$ cat config.mk
export PLATFORM = sky130hd
export DESIGN_NAME = four_to_one_rr_collector
export DESIGN_NICKNAME = d
export VERILOG_FILES = /design/src/rtl/four_to_one_rr_collector_pkg.sv /design/src/rtl/four_to_one_rr_collector_rr_arbiter_4.sv /design/src/rtl/four_to_one_rr_collector.sv
export SDC_FILE = /design/constraint.sdc
export NUM_CORES = 1
export LEC_CHECK = 0
export BUFFER_PORTS_ARGS = -buffer_cell sky130_fd_sc_hd__buf_2
export CORE_MARGIN = 10
export CORE_UTILIZATION = 37
export DETAILED_ROUTE_END_ITERATION = 8
export GPL_ROUTABILITY_DRIVEN = 0
export GPL_TIMING_DRIVEN = 0
export PLACE_DENSITY_LB_ADDON = 0.15
export SLEW_MARGIN = 10
export SYNTH_ARGS = -nofsm -noshare
export SYNTH_HDL_FRONTEND = slang
export SYNTH_SLANG_ARGS = --single-unit
$ cat constraint.sdc
create_clock -name clk -period 2.87 [get_ports clk]
set_input_delay 0.1435 -clock clk [delete_from_list [all_inputs] [get_ports clk]]
set_output_delay 0.1435 -clock clk [all_outputs]
set_load 0.02 [all_outputs]
$ cat src/rtl/four_to_one_rr_collector_pkg.sv
// Shared constants and FSM encoding for the four-channel round-robin collector.
package four_to_one_rr_collector_pkg;

    localparam int unsigned NUM_CH = 4;
    localparam int unsigned SEL_W  = 2;

    typedef enum logic {
        ST_IDLE   = 1'b0,
        ST_LOCKED = 1'b1
    } state_e;

endpackage

$ cat src/rtl/four_to_one_rr_collector_rr_arbiter_4.sv
// Combinational 4-way round-robin pick: first requester at or after ptr, with wrap.
module rr_arbiter_4
    import four_to_one_rr_collector_pkg::*;
(
    input  logic [NUM_CH-1:0] req,
    input  logic [SEL_W-1:0]  ptr,
    output logic [SEL_W-1:0]  pick,
    output logic              any
);

    logic [SEL_W-1:0] idx;

    // Walk the offsets from far to near so the nearest requester overwrites the rest.
    always_comb begin
        pick = '0;
        any  = 1'b0;
        idx  = ptr;
        for (int k = NUM_CH - 1; k >= 0; k--) begin
            idx = ptr + SEL_W'(k);
            if (req[idx]) begin
                pick = idx;
                any  = 1'b1;
            end
        end
    end

endmodule

$ cat src/rtl/four_to_one_rr_collector.sv
// Four valid/ready channels collected onto one registered stream, round-robin
// with a packet lock; out_sel tags each beat with its source channel.
module four_to_one_rr_collector
    import four_to_one_rr_collector_pkg::*;
#(
    parameter int unsigned WIDTH = 8
) (
    input  logic                    clk,
    input  logic                    rst_n,
    input  logic [NUM_CH-1:0]       in_valid,
    input  logic [NUM_CH*WIDTH-1:0] in_data,
    input  logic [NUM_CH-1:0]       in_last,
    output logic [NUM_CH-1:0]       in_ready,
    output logic                    out_valid,
    output logic [WIDTH-1:0]        out_data,
    output logic                    out_last,
    output logic [SEL_W-1:0]        out_sel,
    input  logic                    out_ready
);

    state_e           state_q, state_d;
    logic [SEL_W-1:0] ptr_q, ptr_d;
    logic [SEL_W-1:0] gnt_q, gnt_d;

    logic             out_valid_q;
    logic [WIDTH-1:0] out_data_q;
    logic             out_last_q;
    logic [SEL_W-1:0] out_sel_q;

    logic [SEL_W-1:0] arb_pick;
    logic             arb_any;
    logic [SEL_W-1:0] cand;
    logic             slot_free;
    logic             accept;
    logic [WIDTH-1:0] cand_data;
    logic             cand_last;

    rr_arbiter_4 u_arb (
        .req  (in_valid),
        .ptr  (ptr_q),
        .pick (arb_pick),
        .any  (arb_any)
    );

    // Candidate channel, handshake and data mux; in_ready is forced low while in reset.
    always_comb begin
        slot_free = !out_valid_q | out_ready;
        cand      = (state_q == ST_LOCKED) ? gnt_q : arb_pick;
        in_ready  = '0;
        if (rst_n && slot_free && ((state_q == ST_LOCKED) || arb_any)) begin
            in_ready[cand] = 1'b1;
        end
        accept    = |(in_valid & in_ready);
        cand_data = in_data[32'(cand) * WIDTH +: WIDTH];
        cand_last = in_last[cand];
    end

    // Lock on a multi-beat packet; release and advance the pointer on its last beat.
    always_comb begin
        state_d = state_q;
        ptr_d   = ptr_q;
        gnt_d   = gnt_q;
        if (accept) begin
            if (cand_last) begin
                state_d = ST_IDLE;
                ptr_d   = cand + SEL_W'(1);
            end else if (state_q == ST_IDLE) begin
                state_d = ST_LOCKED;
                gnt_d   = cand;
            end
        end
    end

    // Arbitration state registers.
    always_ff @(posedge clk or negedge rst_n) begin
        if (!rst_n) begin
            state_q <= ST_IDLE;
            ptr_q   <= '0;
            gnt_q   <= '0;
        end else begin
            state_q <= state_d;
            ptr_q   <= ptr_d;
            gnt_q   <= gnt_d;
        end
    end

    // Output register: load on accept, drain on out_ready, otherwise hold.
    always_ff @(posedge clk or negedge rst_n) begin
        if (!rst_n) begin
            out_valid_q <= 1'b0;
            out_data_q  <= '0;
            out_last_q  <= 1'b0;
            out_sel_q   <= '0;
        end else if (accept) begin
            out_valid_q <= 1'b1;
            out_data_q  <= cand_data;
            out_last_q  <= cand_last;
            out_sel_q   <= cand;
        end else if (out_ready) begin
            out_valid_q <= 1'b0;
        end
    end

    assign out_valid = out_valid_q;
    assign out_data  = out_data_q;
    assign out_last  = out_last_q;
    assign out_sel   = out_sel_q;

endmodule
# [Word-level counts from Yosys, hierarchy flattened]
# Cells that the tools add are included.
[word_totals] ff_bits=17 word_cells=56 inputBits=43 output_inout_bits=16
[classes] n_reduce_logical=9 order_cmp=6 muxes=25 n_shift=1 bitwise_logic=4 n_addsub=4
[ops] op="$shiftx A32 B6 Y8" count=1
[ops] op="$lt A2 B3 Y1 const B" count=5
[ops] op="$mux W1" count=13
[ops] op="$bmux W1 S2" count=5
[ops] op="$mux W2" count=5
[ops] op="$add A2 B1 Y2 const B" count=2
[ops] op="$add A2 B2 Y2 const B" count=2
[ops] op="$and A4 B4 Y4" count=1
[ops] op="$mux W4" count=1
[ops] op="$reduce_or A4 Y1" count=1
[ops] op="$logic_and A1 B1 Y1" count=3
[ops] op="$reduce_and A3 Y1" count=1
[ops] op="$demux W1 S2" count=1
[ops] op="$ge A2 B1 Y1 const B" count=1
[ops] op="$not A1 Y1" count=2
[ops] op="$reduce_and A2 Y1" count=1
[ops] op="$reduce_bool A2 Y1" count=1
[ops] op="$logic_not A1 Y1" count=1
[ops] op="$logic_or A1 B1 Y1" count=1
[ops] op="$or A1 B1 Y1" count=1

# [Depth between registers and ports, before layout]
# Gate-level depths: netlist of the first run.
[depth] depth_word=16 mapped_depth=8 mapped_depth_nobuf=6

# [Hierarchy]
# Synthesis of the first run repeated with hierarchy kept, for this count alone.
[unflattened] hier_cells=107 area_unflattened_um2=1191.1
[by_module_without_submodules] mod="four_to_one_rr_collector" cells_each=94 area_per_inst_um2=1113.6 seq_area_each_um2=425.4 instances=1
[by_module_without_submodules] mod="rr_arbiter_4" cells_each=13 area_per_inst_um2=77.6 seq_area_each_um2=0.0 instances=1

# [Worst setup path after synthesis of the first run]
# OpenSTA, ideal clock, no wires.
[synth_timing] kind="reg-to-reg" from="reg ptr_q[0]" to="reg out_data_q[0] (netlist: out_data[0])" n_path_buf=1 arrival_ns=1.962 path_stages_with_launch=8 slack_ns=0.783 path_cell_list="dfrtp_1 -> buf_4 -> nand4b_2 -> o31ai_4 -> o31ai_4 -> mux2i_1 -> o211a_4 -> mux2_4"
[synth_via] elab_chain_len=15
[synth_rtl] item="start, declared" line="four_to_one_rr_collector.sv:22" source="logic [SEL_W-1:0] ptr_q, ptr_d;"
[synth_rtl] item="start signal, assigned" line="four_to_one_rr_collector.sv:82" source="ptr_q <= ptr_d;"
[synth_rtl] item="$add A2 B2 Y2" line="four_to_one_rr_collector_rr_arbiter_4.sv:19" source="idx = ptr + SEL_W'(k);"
[synth_rtl] item="$bmux W1 S2" line="four_to_one_rr_collector_rr_arbiter_4.sv:20" source="if (req[idx]) begin"
[synth_rtl] item="$mux W1 (not written as such)" line="four_to_one_rr_collector_rr_arbiter_4.sv:20"
[synth_rtl] item="$mux W2 (4 in a row)" line="four_to_one_rr_collector_rr_arbiter_4.sv:20"
[synth_rtl] item="$mux W2" line="four_to_one_rr_collector.sv:48" source="cand = (state_q == ST_LOCKED) ? gnt_q : arb_pick;"
[synth_rtl] item="$lt A2 B3 Y1 (not written as such) / $ge A2 B1 Y1 (equally long branches)" line="four_to_one_rr_collector.sv:51" source="in_ready[cand] = 1'b1;"
[synth_rtl] item="$logic_and A1 B1 Y1 (not written as such)" line="four_to_one_rr_collector.sv:51"
[synth_rtl] item="$mux W1 (not written as such)" line="four_to_one_rr_collector.sv:51"
[synth_rtl] item="$demux W1 S2" line="four_to_one_rr_collector.sv:51"
[synth_rtl] item="$mux W4" line="four_to_one_rr_collector.sv:50" source="if (rst_n && slot_free && ((state_q == ST_LOCKED) || arb_any)) begin"
[synth_rtl] item="$and A4 B4 Y4" line="four_to_one_rr_collector.sv:53" source="accept = |(in_valid & in_ready);"
[synth_rtl] item="$reduce_or A4 Y1" line="four_to_one_rr_collector.sv:53"
[synth_rtl] item="end signal, assigned" line="four_to_one_rr_collector.sv:96" source="out_data_q <= cand_data;"
[synth_rtl] item="end, declared" line="four_to_one_rr_collector.sv:26" source="logic [WIDTH-1:0] out_data_q;"
# Several ways; a longest one is shown, not always the timed one. The select of a mux whose other input is x is not followed.
# A chain may end at the register's enable or synchronous reset.

# [Worst setup path after layout of the first run]
[layout_timing] from="reg ptr_q[0]" to="out in_ready[2]"
[layout_via] elab_chain_len=13
[layout_rtl] item="$add A2 B2 Y2" line="four_to_one_rr_collector_rr_arbiter_4.sv:19"
[layout_rtl] item="$bmux W1 S2" line="four_to_one_rr_collector_rr_arbiter_4.sv:20"
[layout_rtl] item="$mux W1 (not written as such)" line="four_to_one_rr_collector_rr_arbiter_4.sv:20"
[layout_rtl] item="$mux W2 (4 in a row)" line="four_to_one_rr_collector_rr_arbiter_4.sv:20"
[layout_rtl] item="$mux W2" line="four_to_one_rr_collector.sv:48"
[layout_rtl] item="$lt A2 B3 Y1 (not written as such) / $ge A2 B1 Y1 (equally long branches)" line="four_to_one_rr_collector.sv:51"
[layout_rtl] item="$logic_and A1 B1 Y1 (not written as such)" line="four_to_one_rr_collector.sv:51"
[layout_rtl] item="$mux W1 (not written as such)" line="four_to_one_rr_collector.sv:51"
[layout_rtl] item="$demux W1 S2" line="four_to_one_rr_collector.sv:51"
[layout_rtl] item="$mux W4 *" line="four_to_one_rr_collector.sv:50"
[layout_rtl] item="end, declared" line="four_to_one_rr_collector.sv:13" source="output logic [NUM_CH-1:0] in_ready,"
# Every way passes the cells marked *; elsewhere a longest branch is shown, timed or not. The select of a mux whose other input is x is not followed.

==> results of run 1 <==
==> what timing repair did <==
action                    in CTS  in global routing
resized for setup              0                  0
hold endpoints to repair      17                  0
hold buffers                   1                  0
==> power by group <==
part	switching (uW)	internal, uW	total [uW]
sequential	67.7	359	427
clock	75.4	98.3	174
combinational	785	570	1360
total	928	1030	1960
==> final cells by class <==
cell class	instances	area, sq um	area share (%)
Clock buffer	4	45.04	2.459
Timing Repair Buffer	58	295.3	16.12
Sequential cell	17	425.4	23.22
Inverter	8	30.03	1.639
Tap cell	48	60.06	3.279
Buffer	8	47.55	2.596
Multi-Input combinational cell	119	928.4	50.68
==> worst min-delay path: stages <==
cell      delay (ps)
buf_2             70
nand2b_1         140
nand2_1           60
==> per-stage QoR <==
step | setup WS (ps) | util (%) | hold slack [ps] | instance area (sq um) | instances
after floorplan | 782.8 | - | -152.1 | 1431 | 152
final | 397.0 | 49.66 | 218.3 | 1832 | 262
after global placement | 543.8 | 48.17 | 120.0 | 1777 | 257
after global routing | 223.5 | 49.66 | 244.8 | 1832 | 262
after CTS | 371.0 | 49.66 | 223.4 | 1832 | 262
after detailed placement | 493.0 | 48.17 | 110.4 | 1777 | 257
==> cells in the final DEF (no fill, tap or decap), types with 3 or more instances in the layout <==
master     n
a21oi_1    6
a221o_1    4
buf_2     62
buf_4      3
clkbuf_8   3
dfrtp_1   17
inv_1      6
mux2_4     5
mux2i_1   18
nand2_1   18
nand2b_1   5
nand3_1    4
nor2_1     7
nor3_1     3
o21ai_0    5
o22ai_1    5
==> sequential cells by signal (all words and copies together), names as in the netlist <==
name and cells:
out_data 8, gnt_q 2, out_sel 2, ptr_q 2, out_last 1, out_valid 1
state_q 1
==> kinds of logic after synthesis <==
kind of cell	Yosys count	share of synthesized area (%)
AND/OR/NAND/NOR	49	17.83
flip-flops	17	29.72
AO/OA/AOI/OAI	46	28.41
buffers and inverters	16	5.419
multiplexers	24	18.62
==> layer usage <==
| metal | vias to the layer above | wire length [um] | GRT usage (%) |
|---|---|---|---|
| met5 | - | 0 | 0 |
| met4 | 0 | 11 | 1.531 |
| met3 | 2 | 595 | 5.400 |
| met2 | 75 | 2116 | 22.32 |
| met1 | 686 | 1761 | 16.45 |
| li1 | 708 | - | - |
==> worst paths after layout <==
path	end	slack [ps]	cells past startpoint
worst min register to register	out_data[6]	510	1
worst max register to register	out_data[3]	500	7
min in group asynchronous	out_data[3]	360	2
worst max-delay path	in_ready[2]	400	8
max in group asynchronous	out_data[4]	2220	2
worst min-delay path	out_valid	220	3
==> cells in the mapped netlist, types with 2 or more instances <==
| cell type | count |
|---|---|
| mux2i_1 | 18 |
| nand2_1 | 18 |
| dfrtp_1 | 17 |
| nor2_1 | 7 |
| a21oi_1 | 6 |
| inv_1 | 6 |
| buf_2 | 5 |
| mux2_4 | 5 |
| nand2b_1 | 5 |
| o21ai_0 | 5 |
| o22ai_1 | 5 |
| a221o_1 | 4 |
| nand3_1 | 4 |
| buf_4 | 3 |
| nor3_1 | 3 |
| a22o_1 | 2 |
| a2bb2oi_1 | 2 |
| inv_2 | 2 |
| nand4_1 | 2 |
| nor3b_1 | 2 |
| o211ai_1 | 2 |
| o221ai_2 | 2 |
| o31ai_1 | 2 |
| o31ai_4 | 2 |
==> impl_metrics.yaml, run 1 <==
power:
  powerDensity_nw_per_um2: 1068
  p_total_uw: 1956
  vdd_ir_drop_max_v: 0.0006788
  power.leakage_uw: 0.0009088
critical_path:
  crit_family: "buffers and inverters"
  start_kind: "flop"
  cp.arrival_ps: 2330
  crit_start: "ptr_q[0]"
  crit_buf_inv: 4
  reg2reg_from: "ptr_q[0]"
  end_kind: "primary output"
  cpMaxStageDelayCell: "dfrtp_1"
  path_cells: "buf_4 > nand4b_2 > o31ai_4 > o31ai_4 > buf_2 > o211ai_1 > inv_1 > buf_2"
  slowest_delay_ps: 410
  required_ps: 2730
  crit_path_max_fanout: 10
  path_class: "reg -> out"
global_route:
  grt_overflow: 0
  grt_use_total_pct: 13.44
  antenna_found_initial: 0
  grt_pass1_wl_mm: 7.334
  grt_max_degree: 20
  first_global_vias: 1536
clock_tree:
  clockBufferDepth: 2
  clock-root-buffer: "clkbuf_8"
  clock_latency_ps: 250
  cts.sinks: 17
  h-tree-depth: 1
  clk_pin_slew_ps: 60
  cts_made_buffers: 3
  cts_tree: "done"
  postCtsSetupBuffers: 0
synth:
  post_synth.cell_area_avg_sq_um: 9.417
  async_reset_ff_share_pct: 100.0
  synth_seq_cells: 17
  yosys_most_used_dff: "dfrtp_1"
  yosys_warnings: 0
  synth.net_count: 195
  yosysTopAreaCellShare_pct: 29.72
  synthCells: 152
  yosysTopAreaCell: "dfrtp_1"
  synth.cell_area_sq_um: 1431
  synth_edf_count: 0
  yosysSeqAreaShare_pct: 29.72
  synth_cell_types: 47
  synth.area.top_cells: "dfrtp_1 (30%), mux2i_1 (13%), mux2_4 (5.2%)"
timing:
  slew_headroom_pct: 54.13
  period_needed_ps: 2473
  worst_pin_slew_ps: 685.0
  setup_tns_ps: 0
  fmax_mhz: 404.4
  hold_violations: 0
  drv_slew: 0
  final-setup-viol-count: 0
  fin_skew_ps: 2.985
  fin_crit_sh_pct: 86.17
  rsz0062_at_grt: "no"
drt:
  post-route-drc-count: 0
  route.vias.total: 1471
  first_pass_iters: 4
  drt-total-wl_mm: 4.484
  antenna_left: 0
  detail_route.vias_per_cell: 5.615
  drt_iter0_drc: 128
  wl_per_cell_um: 17.11
placed_design:
  port_buffers: 57
  dp_hpwl_mm: 3.618
final_layout:
  nets: 258
  num_antenna_cells: 0
  fillers: 368
  area_delta_synth_final_pct: 27.97
  layout-drive-gt1-share_pct: 40.65
die:
  die_x_um: 82.20
  ioPinCount: 59
  row_count: 22
  core_area_sq_um: 3689
  start_util_pct: 38.81
  die_area_sq_um: 6756
  die_h_um: 82.20
worst_hold_path:
  holdCritPathClass: "in -> reg"
  hold_start: "out_ready"
run_status:
  status: "finished clean"
job:
  maxCapViolations: 0
(Power assumes the default switching activity.)
==> run 2, diff against run 1 <==
--- a/config.mk
+++ b/config.mk
@@ -11,7 +11,6 @@
 export DETAILED_ROUTE_END_ITERATION = 8
 export GPL_ROUTABILITY_DRIVEN = 0
 export GPL_TIMING_DRIVEN = 0
-export PLACE_DENSITY_LB_ADDON = 0.15
 export SLEW_MARGIN = 10
 export SYNTH_ARGS = -nofsm -noshare
 export SYNTH_HDL_FRONTEND = slang
==> impl_metrics.yaml, run 2 (synthesized netlist as in run 1, its figures left out) <==
drt:
  post-route-drc-count: 0
  route.vias.total: 1451
  wl_per_cell_um: 17.08
  antenna_left: 0
  first_pass_iters: 4
  drt-total-wl_mm: 4.475
  detail_route.vias_per_cell: 5.538
  drt_iter0_drc: 123
critical_path:
  cpMaxStageDelayCell: "dfrtp_1"
  start_kind: "flop"
  path_cells: "buf_4 > nand3b_1 > o221ai_2 > o31ai_4 > buf_2 > o211ai_1 > inv_1 > buf_2"
  required_ps: 2730
  end_kind: "primary output"
  path_class: "reg -> out"
  cp.arrival_ps: 2380
  cp_common_cell: "buf_2"
  crit_family: "buffers and inverters"
  crit_path_max_fanout: 10
  slowest_delay_ps: 410
  crit_buf_inv: 4
clock_tree:
  clock_latency_ps: 250
  cts_resized: 0
  cts_made_buffers: 3
  cts.sinks: 17
  clock-root-buffer: "clkbuf_8"
  cts_tree: "done"
  clockBufferDepth: 2
  h-tree-depth: 1
  clk_pin_slew_ps: 70
placed_design:
  place_inst: 257
  dp_hpwl_mm: 3.572
  placed_cell_area_sq_um: 1777
  place_ws_ps: 487.9
  port_buffers: 57
power:
  powerDensity_nw_per_um2: 1068
  seq_power_share_pct: 21.7
  comb_power_share_pct: 69.2
  power.leakage_uw: 0.0009115
  sw_frac_of_total_pct: 47.64
  p_int_uw: 1025
  vdd_ir_drop_max_v: 0.0006426
  clockPowerShare_pct: 9.1
  p_sw_uw: 932.9
final_layout:
  design_area_sq_um: 1833
  area_delta_synth_final_pct: 28.06
  layout-drive-gt1-share_pct: 41.12
  nets: 258
  num_antenna_cells: 0
  layout.cells.non_filler: 262
  most-common-layout-cells: "buf_2 (62), nand2_1 (18), mux2i_1 (18)"
  layout_commonest_cell: "buf_2"
  largest_register_ffs: 8
job:
  maxCapViolations: 0
timing:
  fin_ws_ps: 346.7
  slew_headroom_pct: 48.93
  period_needed_ps: 2523
  hold_violations: 0
  rsz0062_at_grt: "no"
  setup_tns_ps: 0
  fmax_mhz: 396.3
  fin_crit_sh_pct: 87.92
  drv_slew: 0
  final-setup-viol-count: 0
  worst_pin_slew_ps: 762.7
  fin_skew_ps: 3.155
global_route:
  grt_max_degree: 20
  grt_use_total_pct: 13.11
  antenna_found_initial: 0
  grt_overflow: 0
  first_global_vias: 1500
  grt_pass1_wl_mm: 7.231
die:
  core_area_sq_um: 3689
  row_count: 22
  ioPinCount: 59
  die_h_um: 82.20
  die_x_um: 82.20
  die_area_sq_um: 6756
  start_util_pct: 38.81
worst_hold_path:
  holdCritPathClass: "in -> reg"
run_status:
  status: "finished clean"
[run 2: power groups by stage]
stage               registers [uW]  logic, uW  clock network (uW)
floorplan                      519        917                   0
global placement               422       1330                   0
detailed placement             426       1350                   0
CTS                            424       1360                 183
global route                   441       1470                 195
finish                         424       1360                 178
[run 2: area by class of cell]
class | count | area [sq um]
fill | 369 | 1856
clock inverter | 1 | 5.005
tap | 48 | 60.06
timing repair buffer | 58 | 295.3
clock buffer | 3 | 41.29
sequential | 17 | 425.4
multi-input combinational | 119 | 928.4
buffer | 8 | 47.55
inverter | 8 | 30.03
[run 2: worst reg2reg max path, cell delays in order (launching register included)]
cell and delay (ps):
dfrtp_1 410, buf_4 190, nand3b_1 100, o221ai_2 150
o31ai_4 380, mux2i_1 420, o211ai_2 220, a221o_1 400
[run 2: per-layer routing]
layer,part of all wire (%),up-vias,global-route usage [%]
li1,-,709,-
met4,0.74,0,2.211
met5,0,-,0
met3,11,4,4.860
met2,43,65,20.06
met1,45,673,17.39
[run 2: path summary, 6_finish.rpt]
kind | cells after the start | start | endpoint | slack (ps)
setup reg to reg | 7 | ptr_q[0] | out_data[6] | 490
hold / removal | 3 | out_ready | out_valid | 220
hold reg to reg | 1 | out_data[3] | out_data[3] | 510
min in group asynchronous | 2 | rst_n | ptr_q[1] | 360
max in group asynchronous | 2 | rst_n | out_sel[0] | 2200
setup / recovery | 8 | ptr_q[0] | in_ready[2] | 350
[run 2: timing repair]
| action | CTS | global route |
|---|---|---|
| endpoints found under the hold margin | 17 | 0 |
| buffers inserted | 0 | 0 |
| hold buffers | 1 | 0 |
[run 2: stage by stage]
step	hold WS, ps	utilization, %	total power, uW
finish	216.1	49.69	1958
global route	253.4	49.69	2102
CTS	221.3	49.69	1967
detailed placement	112.8	48.17	1781
global placement	112.9	48.17	1753
floorplan	-152.1	-	1436
==> run 3, diff against run 2 <==
--- a/config.mk
+++ b/config.mk
@@ -7,10 +7,11 @@
 export LEC_CHECK = 0
 export BUFFER_PORTS_ARGS = -buffer_cell sky130_fd_sc_hd__buf_2
 export CORE_MARGIN = 10
-export CORE_UTILIZATION = 37
+export CORE_UTILIZATION = 45
 export DETAILED_ROUTE_END_ITERATION = 8
 export GPL_ROUTABILITY_DRIVEN = 0
 export GPL_TIMING_DRIVEN = 0
+export PLACE_DENSITY = 0.76
 export SLEW_MARGIN = 10
 export SYNTH_ARGS = -nofsm -noshare
 export SYNTH_HDL_FRONTEND = slang
==> impl_metrics.yaml, run 3 (synthesized netlist as in run 1, its figures left out) <==
run_status:
  status: "finished clean"
critical_path:
  path_cells: "buf_4 > nand4b_2 > o31ai_4 > o31ai_4 > buf_2 > o211ai_1 > inv_1 > buf_2"
  crit_start: "ptr_q[0]"
  crit_buf_inv: 4
  r2r_end: "gnt_q[1]"
  path_class: "reg -> out"
  required_ps: 2730
  start_kind: "flop"
  crit_family: "buffers and inverters"
  reg2reg_from: "state_q"
  cp.depth: 8
  rr_worst_depth: 7
  end_kind: "primary output"
  crit_path_max_fanout: 10
  cp.arrival_ps: 2390
  setup.worst_path.end: "in_ready[2]"
  slowest_delay_ps: 420
  cpMaxStageDelayCell: "dfrtp_1"
  r2r_slack_ps: 500
global_route:
  first_global_vias: 1540
  antenna_found_initial: 0
  grt_overflow: 0
  busiest_layer: "met2"
  grt_max_degree: 20
  grt_use_total_pct: 14.34
  globalRouteMet2Util_pct: 24.06
  grt_use_met3_pct: 5.896
  use_met1_pct: 16.26
  grt_pass1_wl_mm: 7.141
clock_tree:
  clock_latency_ps: 300
  clk_pin_slew_ps: 100
  cts_resized: 0
  cts_tree: "done"
  hold_buffers: 1
  cts_made_buffers: 3
  clock-root-buffer: "clkbuf_4"
  clockBufferDepth: 2
  postCtsSetupBuffers: 0
  cts.sinks: 17
  h-tree-depth: 1
power:
  clockPowerShare_pct: 7.0
  vdd_ir_drop_max_v: 0.0004507
  sw_frac_of_total_pct: 48.32
  comb_power_share_pct: 70.8
  p_sw_uw: 916.0
  seq_power_share_pct: 22.2
  powerDensity_nw_per_um2: 1048
  p_int_uw: 979.9
  power.leakage_uw: 0.0009037
final_layout:
  largest_register_ffs: 8
  layout-drive-gt1-share_pct: 41.12
  nets: 258
  area_delta_synth_final_pct: 26.40
  design_area_sq_um: 1809
  most-common-layout-cells: "buf_2 (62), nand2_1 (18), mux2i_1 (18)"
  layout_commonest_cell: "buf_2"
  num_antenna_cells: 0
placed_design:
  placed_cell_area_sq_um: 1772
  port_buffers: 57
  dp_hpwl_mm: 3.428
die:
  row_count: 20
  die_h_um: 76.40
  die_area_sq_um: 5837
  core_area_sq_um: 3053
  die_x_um: 76.40
  start_util_pct: 46.89
  ioPinCount: 59
job:
  maxCapViolations: 0
drt:
  wl_per_cell_um: 16.25
  drt-total-wl_mm: 4.193
  first_pass_iters: 4
  post-route-drc-count: 0
  antenna_left: 0
  route.vias.total: 1450
  detail_route.vias_per_cell: 5.620
  drt_iter0_drc: 82
worst_hold_path:
  holdCritPathClass: "in -> reg"
timing:
  period_needed_ps: 2533
  drv_slew: 0
  fmax_mhz: 394.7
  worst_pin_slew_ps: 739.9
  fin_crit_sh_pct: 88.27
  setup_tns_ps: 0
  final-setup-viol-count: 0
  rsz0062_at_grt: "no"
  slew_headroom_pct: 50.45
  hold_violations: 0
  fin_skew_ps: 0.6501
## run 3: worst min path at each step
stage              start        end  cells after the start
2_1_floorplan      rst_n   gnt_q[0]                      0
3_3_place_gp       rst_n   ptr_q[0]                      1
3_5_place_dp       rst_n   ptr_q[1]                      1
4_1_cts        out_ready  out_valid                      3
5_1_grt        out_ready  out_valid                      3
6_report       out_ready  out_valid                      3
## run 3: worst min-delay path, stage by stage
cell,delay [ps]
buf_2,70
nand2b_1,140
nand2_1,70
## run 3: power groups by stage
stage               combinational [uW]  clock [uW]  sequential [uW]
floorplan                          917           0              519
global placement                  1320           0              424
detailed placement                1350           0              422
CTS                               1350         135              420
global route                      1470         145              436
finish                            1340         133              420
## run 3: routing by layer
layer,wire length [um],up-vias
li1,-,705
met1,1812,675
met2,1898,65
met3,437,5
met4,44,0
met5,0,-
## run 3: cell type report
| class | count | area, sq um |
|---|---|---|
| Buffer | 8 | 47.55 |
| Multi-Input combinational cell | 119 | 928.4 |
| Clock buffer | 3 | 22.52 |
| Clock inverter | 1 | 5.005 |
| Tap cell | 44 | 55.05 |
| Inverter | 8 | 30.03 |
| Fill cell | 308 | 1244 |
| Timing Repair Buffer | 58 | 295.3 |
| Sequential cell | 17 | 425.4 |
## run 3: metrics by stage
step                      setup slack (ps)  instances  util (%)  hold WS [ps]  total power (uW)
after floorplan                      782.8        152         -        -152.1              1436
after global placement               533.2        253     58.03         96.48              1749
after detailed placement             501.5        253     58.03         107.5              1771
after CTS                            338.6        258     59.26         165.2              1906
after global routing                 204.8        258     59.26         184.0              2046
final                                336.5        258     59.26         158.2              1896
